<file path="src/rtl/serial_alu_ctrl_if.sv">
// serial_alu_ctrl_if
//   Request/response bundle for the bit-serial ALU sequencer.
//
//   Handshake: the master raises start with dataA/dataB/Signal valid. The
//   request is taken on a rising clk edge only while busy is low. After that
//   edge busy stays high until the operation retires. done pulses high for
//   exactly one cycle, on the same edge that dataOut changes. A start seen
//   while busy is high is dropped and is not queued.
//
//   Signals
//     start     master -> slave  request (level, sampled while idle)
//     dataA     master -> slave  operand A
//     dataB     master -> slave  operand B
//     Signal    master -> slave  6-bit function code
//     busy      slave -> master  operation in flight
//     done      slave -> master  one-cycle completion pulse
//     dataOut   slave -> master  registered result
//     dbg_state slave -> master  FSM state, for observation only
interface serial_alu_ctrl_if #(
    parameter int WIDTH = 32
);
    logic             start;
    logic [WIDTH-1:0] dataA;
    logic [WIDTH-1:0] dataB;
    logic [5:0]       Signal;
    logic             busy;
    logic             done;
    logic [WIDTH-1:0] dataOut;
    logic [1:0]       dbg_state;

    modport master (
        output start, dataA, dataB, Signal,
        input  busy, done, dataOut, dbg_state
    );

    modport slave (
        input  start, dataA, dataB, Signal,
        output busy, done, dataOut, dbg_state
    );
endinterface

</file>
<file path="src/rtl/serial_alu_ctrl.sv">
// serial_alu_ctrl
//   Sequencer plus 1-bit ALU slice. The block processes the operands one bit
//   per cycle, LSB first. The slice provides AND, OR and a full adder with
//   B-invert, and a carry flop links successive bits. A request takes WIDTH
//   RUN cycles and then one DONE cycle.
//
//   Ports
//     clk   rising-edge clock
//     rst_n asynchronous active-low reset
//     bus   serial_alu_ctrl_if.slave (start/operands in; busy/done/dataOut out)
module serial_alu_ctrl #(
    parameter int WIDTH = 32
) (
    input  logic              clk,
    input  logic              rst_n,
    serial_alu_ctrl_if.slave  bus
);
    localparam int CW = (WIDTH > 1) ? $clog2(WIDTH) : 1;
    localparam logic [CW-1:0] LAST = CW'(WIDTH - 1);

    localparam logic [5:0] OP_AND = 6'b100100;
    localparam logic [5:0] OP_OR  = 6'b100101;
    localparam logic [5:0] OP_ADD = 6'b100000;
    localparam logic [5:0] OP_SUB = 6'b100010;
    localparam logic [5:0] OP_SLT = 6'b101010;

    typedef enum logic [1:0] {
        IDLE = 2'd0,
        RUN  = 2'd1,
        DONE = 2'd2
    } state_t;

    state_t           state_q, state_d;
    logic [CW-1:0]    cnt_q, cnt_d;
    logic             carry_q, carry_d;
    logic             binv_q, binv_d;
    logic [5:0]       op_q, op_d;
    logic [WIDTH-1:0] a_q, a_d;
    logic [WIDTH-1:0] b_q, b_d;
    logic [WIDTH-1:0] shift_q, shift_d;
    logic [WIDTH-1:0] dout_q, dout_d;
    logic             done_q, done_d;
    logic             busy_q, busy_d;

    // 1-bit slice signals
    logic             a_bit, b_bit, sum_bit, cout_bit, slice_bit, less;
    logic [WIDTH-1:0] shift_next;
    logic             sub_like;

    always_comb begin
        a_bit    = a_q[cnt_q];
        b_bit    = b_q[cnt_q] ^ binv_q;
        sum_bit  = a_bit ^ b_bit ^ carry_q;
        cout_bit = (a_bit & b_bit) | (a_bit & carry_q) | (b_bit & carry_q);

        case (op_q)
            OP_AND:                 slice_bit = a_bit & b_bit;
            OP_OR:                  slice_bit = a_bit | b_bit;
            OP_ADD, OP_SUB, OP_SLT: slice_bit = sum_bit;
            default:                slice_bit = 1'b0;
        endcase

        // Results enter at the MSB end. After WIDTH shifts, bit 0 has
        // reached position 0.
        shift_next = {slice_bit, shift_q[WIDTH-1:1]};

        // On the MSB cycle, carry_q is the carry into the MSB. XOR with the
        // carry-out gives signed overflow, which corrects the sign of A-B.
        less = sum_bit ^ (carry_q ^ cout_bit);

        sub_like = (bus.Signal == OP_SUB) || (bus.Signal == OP_SLT);
    end

    always_comb begin
        state_d = state_q;
        cnt_d   = cnt_q;
        carry_d = carry_q;
        binv_d  = binv_q;
        op_d    = op_q;
        a_d     = a_q;
        b_d     = b_q;
        shift_d = shift_q;
        dout_d  = dout_q;
        done_d  = 1'b0;

        case (state_q)
            IDLE: begin
                if (bus.start) begin
                    state_d = RUN;
                    a_d     = bus.dataA;
                    b_d     = bus.dataB;
                    op_d    = bus.Signal;
                    cnt_d   = '0;
                    binv_d  = sub_like;
                    carry_d = sub_like;   // +1 completes the two's complement of B
                end
            end
            RUN: begin
                shift_d = shift_next;
                carry_d = cout_bit;
                cnt_d   = cnt_q + 1'b1;
                if (cnt_q == LAST) begin
                    state_d = DONE;
                    done_d  = 1'b1;
                    dout_d  = (op_q == OP_SLT) ? {{(WIDTH-1){1'b0}}, less}
                                               : shift_next;
                end
            end
            DONE: begin
                state_d = IDLE;
            end
            default: begin
                state_d = IDLE;
            end
        endcase

        busy_d = (state_d != IDLE);
    end

    always_ff @(posedge clk or negedge rst_n) begin
        if (!rst_n) begin
            state_q <= IDLE;
            cnt_q   <= '0;
            carry_q <= 1'b0;
            binv_q  <= 1'b0;
            op_q    <= '0;
            a_q     <= '0;
            b_q     <= '0;
            shift_q <= '0;
            dout_q  <= '0;
            done_q  <= 1'b0;
            busy_q  <= 1'b0;
        end else begin
            state_q <= state_d;
            cnt_q   <= cnt_d;
            carry_q <= carry_d;
            binv_q  <= binv_d;
            op_q    <= op_d;
            a_q     <= a_d;
            b_q     <= b_d;
            shift_q <= shift_d;
            dout_q  <= dout_d;
            done_q  <= done_d;
            busy_q  <= busy_d;
        end
    end

    assign bus.busy      = busy_q;
    assign bus.done      = done_q;
    assign bus.dataOut   = dout_q;
    assign bus.dbg_state = state_q;
endmodule
</file>
<file path="src/flat_wrapper.sv">
// flat-port wrapper written by rule: the top's interface ports become plain ports
module serial_alu_ctrl_flat 
#(
    parameter int WIDTH = 32
)
  (clk, rst_n, bus_start, bus_dataA, bus_dataB, bus_Signal, bus_busy, bus_done, bus_dataOut, bus_dbg_state);
  serial_alu_ctrl_if #(.WIDTH(WIDTH)) bus_i ();
  input  logic clk;
  input  logic rst_n;
  input wire logic [$bits(bus_i.start)-1:0] bus_start;
  input wire logic [$bits(bus_i.dataA)-1:0] bus_dataA;
  input wire logic [$bits(bus_i.dataB)-1:0] bus_dataB;
  input wire logic [$bits(bus_i.Signal)-1:0] bus_Signal;
  output wire logic [$bits(bus_i.busy)-1:0] bus_busy;
  output wire logic [$bits(bus_i.done)-1:0] bus_done;
  output wire logic [$bits(bus_i.dataOut)-1:0] bus_dataOut;
  output wire logic [$bits(bus_i.dbg_state)-1:0] bus_dbg_state;
  assign bus_i.start = bus_start;
  assign bus_i.dataA = bus_dataA;
  assign bus_i.dataB = bus_dataB;
  assign bus_i.Signal = bus_Signal;
  assign bus_busy = bus_i.busy;
  assign bus_done = bus_i.done;
  assign bus_dataOut = bus_i.dataOut;
  assign bus_dbg_state = bus_i.dbg_state;
  serial_alu_ctrl #(.WIDTH(WIDTH)) u_core (.clk(clk), .rst_n(rst_n), .bus(bus_i));
endmodule
</file>
<file path="config.mk">
export PLATFORM = sky130hd
export DESIGN_NAME = serial_alu_ctrl_flat
export DESIGN_NICKNAME = d
export VERILOG_FILES = /design/src/rtl/serial_alu_ctrl_if.sv /design/src/rtl/serial_alu_ctrl.sv /design/src/flat_wrapper.sv
export SDC_FILE = /design/constraint.sdc
export NUM_CORES = 1
export LEC_CHECK = 0
export CAP_MARGIN = 25
export CORE_UTILIZATION = 53
export DETAILED_ROUTE_END_ITERATION = 10
export PLACE_DENSITY = 0.8
export SLEW_MARGIN = 40
export SYNTH_ARGS = -nofsm -noshare
export SYNTH_HDL_FRONTEND = slang
export SYNTH_SLANG_ARGS = --single-unit
</file>
<file path="constraint.sdc">
create_clock -name clk -period 3.8 [get_ports clk]
set_input_delay 0.38 -clock clk [delete_from_list [all_inputs] [get_ports clk]]
set_output_delay 0.38 -clock clk [all_outputs]
set_load 0.02 [all_outputs]
</file>
==> impl_metrics.csv, run 1 <==
group,metric,value,unit
synthesis,synth-async-reset-ratio,1.00,
global_routing,grt_util_met2,0.413,
global_routing,maximum_number_of_pins_on_one_net_before_global_route_repair,110,
synthesis,syn_inst,682,
cells_and_area,most_frequent_cells_in_the_layout,"sky130_fd_sc_hd__nand2_1 (372), sky130_fd_sc_hd__dfrtp_1 (144), sky130_fd_sc_hd__clkdlybuf4s50_1 (107)",
pwr,pwr-share-comb,0.339,
cells_and_area,share_of_final_layout_standard_cells_stronger_than_drive_strength_1,0.0655,
sta,relSlewSlack,0.465,
critical_path,criticalPathCategory,"register to register",
detailed_routing,routedWlPerCell,14.7,um
placed_design,numPlacedInstances,906,
critical_path,cp_top_family,"multiplexers",
cts,cts_inserted_buffers,17,
critical_path,max_stage_delay,0.67,ns
sta,count_of_endpoints_failing_setup_in_the_final_report,0,
floorplanning,core-area,11400,um2
sta,fin_tns_setup,0,ns
cells_and_area,final_net_count,863,
global_routing,grt_pass1_wl,22.4,mm
pwr,cellLeakagePower,3.95,nW
sta,maxSlewViolCount,0,
synthesis,ys.flop_type,"sky130_fd_sc_hd__dfrtp_1",
detailed_routing,routed_via_density,5.26,
critical_path,cp_data_required_time,4.13,ns
floorplanning,design.die.area,12200,um2
placed_design,routabilityCongestion,0.818,
hold_path,hold_path.class,"input pin to asynchronous set/reset pin",
critical_path,critPathSlowestCell,"sky130_fd_sc_hd__dfrtp_1",
global_routing,grt_antenna_before_repair,0,
critical_path,timing.critical_path.cells,"mux4_1 -> mux2_2 -> o22ai_1 -> a211o_2 -> inv_2 -> fa_1 -> o21ai_0 -> mux2i_1 -> or3_1 -> a31oi_1",
synthesis,avgSynthCellArea,9.11,um2
global_routing,grtUsageMet3,0.0606,
cts,cts_max_level,4,
detailed_routing,routed-via-count,4926,
global_routing,met1_usage,0.306,
cts,cts_root_buf,"sky130_fd_sc_hd__clkbuf_16",
critical_path,worstPathMaxFanout,13,
cells_and_area,final_cells,937,
run,cap_violations,0,
critical_path,timing.critical_path.depth,10,
global_routing,globalRoute.busiestLayer,"met2",
global_routing,first_global_vias,4785,
critical_path,kind_of_capture_point_of_the_worst_setup_path,"register",
detailed_routing,remaining_drc_errors,0,
critical_path,setup.reg_to_reg.worst_slack,0.47,ns
detailed_routing,detail_route.iter0.violations,382,
detailed_routing,drt_pre_antenna_iters,5,
synthesis,syn-num-nets,761,
placed_design,port_buffers,108,
cts,clock_pin_transition_on_the_worst_setup_and_hold_timing_paths,0.06,ns
sta,timing.clock.skew,0.00761,ns
sta,post-route-period-util,0.875,
detailed_routing,final_antenna_net_count,0,
synthesis,synthesis.area,6210,um2
cts,setup_bufs_post_cts,0,
run_status,status,"finished, final reports clean",
global_routing,grt_overflow_total,0,
detailed_routing,route.final.wire_length,13.8,mm
synthesis,synth.yosys.warnings,0,
floorplanning,design.portCount,109,
synthesis,synth_edf_count,0,
sta,tightestPinTransition,0.803,ns
critical_path,buffers_plus_inverters_on_the_worst_setup_path,1,
cts,cts_buffer_depth,2,
synthesis,post_synth_num_cell_types,41,
critical_path,worst_setup_path_start_kind,"register",
floorplanning,die-width,110,um
sta,grt_setup_unrepaired,"no",
cells_and_area,flow.area_growth_from_synthesis,28.3,%
cts,clock-sinks,144,
pwr,total_switching_power,2.18,mW
sta,final_critical_delay_including_setup_and_external_delays,3.33,ns
pwr,powerDensity,780,nW/um2
floorplanning,floorplan.rows,39,
cts,tritoncts,"built",
cells_and_area,mostFrequentLayoutCell,"sky130_fd_sc_hd__nand2_1",
sta,holdWs,0.407,ns
critical_path,worst_r2r_path_depth,10,
pwr,p_int,4.04,mW
synthesis,ys_seq_area_frac,0.580,
pwr,worst_ir_drop_vdd,0.000455,V
cells_and_area,insertedDiodeCount,0,
sta,highest_clock_rate,301,MHz
pwr,seq_power_share,0.417,
synthesis,synth.ff_latch_count,144,
pwr,pwr-share-clk,0.245,
floorplanning,die_height,110,um
sta,finalHoldViolations,0,
pwr,switching_share,0.350,
floorplanning,initial_core_utilization,0.544,
critical_path,cp_data_arrival_time,3.65,ns
cells_and_area,num-fill-cells,883,
cts,worstSkewPairLatency,0.41,ns
placed_design,hpwl_after_dpl,9.16,mm
global_routing,groute.usage.overall,0.245,
## path summary, 6_finish.rpt
| check | startpoint | endpoint |
|---|---|---|
| worst min-delay path | rst_n | u_core.bus.busy$_DFF_PN0_ |
| worst max-delay path | u_core.cnt_q[0]$_DFFE_PN0P_ | u_core.shift_q[31]$_DFFE_PN0P_ |
| worst min register to register | u_core.op_q[4]$_DFFE_PN0P_ | u_core.op_q[4]$_DFFE_PN0P_ |
| max in group asynchronous | rst_n | u_core.b_q[2]$_DFFE_PN0P_ |
| worst max register to register | u_core.cnt_q[0]$_DFFE_PN0P_ | u_core.shift_q[31]$_DFFE_PN0P_ |
| min in group clk | u_core.op_q[4]$_DFFE_PN0P_ | u_core.op_q[4]$_DFFE_PN0P_ |
## synthesized netlist by cell type (2+ instances only)
cell,count,area [um2]
sky130_fd_sc_hd__nand3_1,5,25.0
sky130_fd_sc_hd__a22o_1,2,17.5
sky130_fd_sc_hd__nand2b_1,5,31.3
sky130_fd_sc_hd__mux4_2,4,90.1
sky130_fd_sc_hd__clkbuf_1,29,109
sky130_fd_sc_hd__buf_2,4,20.0
sky130_fd_sc_hd__o21ai_0,38,190
sky130_fd_sc_hd__a22oi_1,6,45.0
sky130_fd_sc_hd__mux2_2,2,22.5
sky130_fd_sc_hd__mux4_1,4,105
sky130_fd_sc_hd__or3_1,2,12.5
sky130_fd_sc_hd__fa_1,2,40.0
sky130_fd_sc_hd__ha_1,4,50.1
sky130_fd_sc_hd__inv_1,4,15.0
sky130_fd_sc_hd__a21oi_1,4,20.0
sky130_fd_sc_hd__buf_4,2,15.0
sky130_fd_sc_hd__dfrtp_1,144,3600
sky130_fd_sc_hd__mux2i_1,20,200
sky130_fd_sc_hd__nor2_1,6,22.5
sky130_fd_sc_hd__nand2_1,372,1400
sky130_fd_sc_hd__nor2b_1,3,18.8
## per-layer routing
metal	up-vias	wire, um
li1	2372	-
met1	2366	5970
met2	157	6890
met3	31	658
met4	0	280
met5	-	0
## cell families (layout without fill, tap and decap cells)
kind of cell | Yosys count | after routing | synth area share
buf+inv | 42 | 154 | 0.0304
compound gates | 56 | 56 | 0.0514
fa+ha+maj | 6 | 6 | 0.0145
flops | 144 | 144 | 0.580
mux | 30 | 30 | 0.0673
simple gates | 402 | 402 | 0.253
xor+xnor | 2 | 2 | 0.00282
## cell type report
| class | instances | area [um2] | area share |
|---|---|---|---|
| multi-input combinational | 496 | 2430 | 0.305 |
| clock buffer | 22 | 474 | 0.0595 |
| sequential | 144 | 3600 | 0.452 |
| clock inverter | 7 | 62.6 | 0.00785 |
| inverter | 5 | 18.8 | 0.00236 |
| tap | 143 | 179 | 0.0225 |
| timing repair buffer | 120 | 1200 | 0.150 |
## sequential cells by signal (all words and copies together) (netlist names)
name and flops:
u_core.shift_q 31, u_core.bus.dbg_state 2, u_core.bus.busy 1, u_core.op_q 6, u_core.bus.dataOut 32, u_core.a_q 32
u_core.bus.done 1, u_core.cnt_q 5, u_core.carry_q 1, u_core.b_q 32, u_core.binv_q 1
## power groups by stage
stage	clock network, mW	registers (mW)	logic [mW]
floorplan	0	2.57	1.36
finish	1.52	2.59	2.10
global route	1.62	2.66	2.37
CTS	1.54	2.58	2.12
global placement	0	2.56	1.98
detailed placement	0	2.58	2.08
## stage by stage
step                      utilization  setup WS (ns)  cell area, um2  power [mW]
after floorplan                     -          0.990            6210        3.93
after global placement          0.647          0.610            7390        4.55
after detailed placement        0.647          0.540            7390        4.67
after CTS                       0.694          0.489            7930        6.24
after global routing            0.698          0.313            7970        6.64
final                           0.698          0.475            7970        6.22
## timing repair
action,in CTS,in global routing
hold buffers,0,1
hold endpoints to repair,0,27
resized for setup,0,0
No activity file was read; power rests on OpenSTA's default activity.
==> run 2, diff against run 1 <==
--- a/config.mk
+++ b/config.mk
@@ -6,9 +6,8 @@
 export NUM_CORES = 1
 export LEC_CHECK = 0
 export CAP_MARGIN = 25
-export CORE_UTILIZATION = 53
+export CORE_UTILIZATION = 37
 export DETAILED_ROUTE_END_ITERATION = 10
-export PLACE_DENSITY = 0.8
 export SLEW_MARGIN = 40
 export SYNTH_ARGS = -nofsm -noshare
 export SYNTH_HDL_FRONTEND = slang
==> impl_metrics.csv, run 2 (same netlist as run 1, synthesis figures left out) <==
group,metric,value,unit
pwr,powerDensity,773,nW/um2
critical_path,cp_data_arrival_time,3.64,ns
cts,cts_root_buf,"sky130_fd_sc_hd__clkbuf_16",
floorplanning,core-area,16500,um2
critical_path,worstPathMaxFanout,15,
floorplanning,die_height,132,um
cells_and_area,ff_latch_area,3600,um2
critical_path,critPathSlowestCell,"sky130_fd_sc_hd__dfrtp_1",
cts,cts_inserted_buffers,17,
critical_path,timing.critical_path.cells,"mux4_1 -> mux2_2 -> o22ai_1 -> a211o_2 -> inv_2 -> fa_1 -> o21ai_0 -> mux2i_1 -> or3_1 -> a31oi_1",
critical_path,kind_of_capture_point_of_the_worst_setup_path,"register",
sta,post-route-period-util,0.869,
global_routing,maximum_number_of_pins_on_one_net_before_global_route_repair,83,
critical_path,timing.critical_path.depth,10,
detailed_routing,drt_pre_antenna_iters,5,
global_routing,groute.usage.overall,0.172,
detailed_routing,routedWlPerCell,13.7,um
floorplanning,initial_core_utilization,0.377,
sta,relSlewSlack,0.508,
detailed_routing,final_antenna_net_count,0,
critical_path,cp_data_required_time,4.14,ns
sta,finalHoldViolations,3,
cts,cts_buffer_depth,2,
critical_path,worst_r2r_path_depth,10,
sta,final_critical_delay_including_setup_and_external_delays,3.30,ns
pwr,cellLeakagePower,3.92,nW
cts,tritoncts,"built",
run,cap_violations,0,
cts,cts-hold-fix-buffers,0,
global_routing,grt_overflow_total,0,
run_status,status,"finished with violations",
placed_design,routabilityCongestion,0.796,
sta,grt_setup_unrepaired,"no",
detailed_routing,route.final.wire_length,13.9,mm
sta,timing.clock.skew,0.00487,ns
floorplanning,floorplan.rows,47,
cells_and_area,multi_input_area,2430,um2
cells_and_area,share_of_final_layout_standard_cells_stronger_than_drive_strength_1,0.0693,
critical_path,criticalPathCategory,"register to register",
cts,cts_max_level,4,
critical_path,max_stage_delay,0.73,ns
detailed_routing,routed-via-count,4725,
critical_path,buffers_plus_inverters_on_the_worst_setup_path,1,
critical_path,worst_setup_path_start_kind,"register",
detailed_routing,routed_via_density,4.66,
sta,highest_clock_rate,303,MHz
sta,fin_tns_setup,0,ns
sta,count_of_endpoints_failing_setup_in_the_final_report,0,
detailed_routing,remaining_drc_errors,0,
global_routing,grt_antenna_before_repair,0,
cts,worstSkewPairLatency,0.42,ns
placed_design,port_buffers,108,
cts,clock-sinks,144,
floorplanning,design.die.area,17300,um2
pwr,worst_ir_drop_vdd,0.000448,V
cells_and_area,mostFrequentLayoutCell,"sky130_fd_sc_hd__nand2_1",
floorplanning,design.portCount,109,
floorplanning,die-width,132,um
placed_design,hpwl_after_dpl,9.86,mm
global_routing,first_global_vias,4700,
pwr,power.total,6.23,mW
cells_and_area,flow.area_growth_from_synthesis,29.6,%
cts,setup_bufs_post_cts,0,
hold_path,hold_path.class,"input pin to asynchronous set/reset pin",
detailed_routing,detail_route.iter0.violations,286,
cells_and_area,final_net_count,860,
cts,post_cts.resized_instances,0,
cts,clock_pin_transition_on_the_worst_setup_and_hold_timing_paths,0.06,ns
sta,holdWs,-0.000202,ns
sta,tightestPinTransition,0.738,ns
sta,maxSlewViolCount,0,
run_status,violations,"hold timing",
cells_and_area,most_frequent_cells_in_the_layout,"sky130_fd_sc_hd__nand2_1 (372), sky130_fd_sc_hd__dfrtp_1 (144), sky130_fd_sc_hd__clkdlybuf4s50_1 (107)",
cells_and_area,insertedDiodeCount,0,
cells_and_area,num-fill-cells,1555,
global_routing,grt_pass1_wl,23.2,mm
critical_path,cp_top_family,"multiplexers",
[run 2: cell count changes in the layout (fill, tap and decap cells not counted), sizes merged]
cell         previous run  this run
dlygate4sd3             1         0
clkinv                  5         6
clkbuf                 22        17
bufinv                  1         2
buf                    12        10
clkinvlp                1         7
[run 2: routing by layer]
layer	GRT usage	vias to the layer above	wire, um
met5	0	-	0
met4	0.0549	0	210
met3	0.0448	22	542
met2	0.292	104	6980
met1	0.211	2225	6120
li1	-	2374	-
[run 2: worst paths after layout]
kind / from / end / slack, ns
worst max-delay path: u_core.cnt_q[0]$_DFFE_PN0P_ / u_core.shift_q[31]$_DFFE_PN0P_ / 0.50
worst min register to register: u_core.op_q[4]$_DFFE_PN0P_ / u_core.op_q[4]$_DFFE_PN0P_ / 0.47
worst max register to register: u_core.cnt_q[0]$_DFFE_PN0P_ / u_core.shift_q[31]$_DFFE_PN0P_ / 0.50
max in group asynchronous: rst_n / u_core.shift_q[13]$_DFFE_PN0P_ / 2.86
worst min-delay path: rst_n / u_core.bus.dataOut[25]$_DFFE_PN0P_ / -0.0002
min in group clk: u_core.op_q[4]$_DFFE_PN0P_ / u_core.op_q[4]$_DFFE_PN0P_ / 0.47
[run 2: final cells by class]
| type | count | area share |
|---|---|---|
| clock buffer | 17 | 0.0528 |
| clock inverter | 15 | 0.0182 |
| inverter | 5 | 0.00233 |
| multi-input combinational | 496 | 0.302 |
| sequential | 144 | 0.448 |
| tap | 220 | 0.0342 |
| timing repair buffer | 117 | 0.143 |
[run 2: power breakdown]
group	internal [mW]	switching [mW]	total (mW)
registers	2.14	0.460	2.60
logic	0.951	1.09	2.04
clock network	0.957	0.636	1.59
[run 2: stage by stage]
| stage | instance area (um2) | setup slack (ns) | utilization | std cells |
|---|---|---|---|---|
| after floorplan | 6210 | 0.990 | - | 682 |
| after global placement | 7480 | 0.600 | 0.454 | 982 |
| after detailed placement | 7480 | 0.488 | 0.454 | 982 |
| after CTS | 8050 | 0.486 | 0.489 | 1014 |
| after global routing | 8050 | 0.300 | 0.489 | 1014 |
| final | 8050 | 0.498 | 0.489 | 1014 |
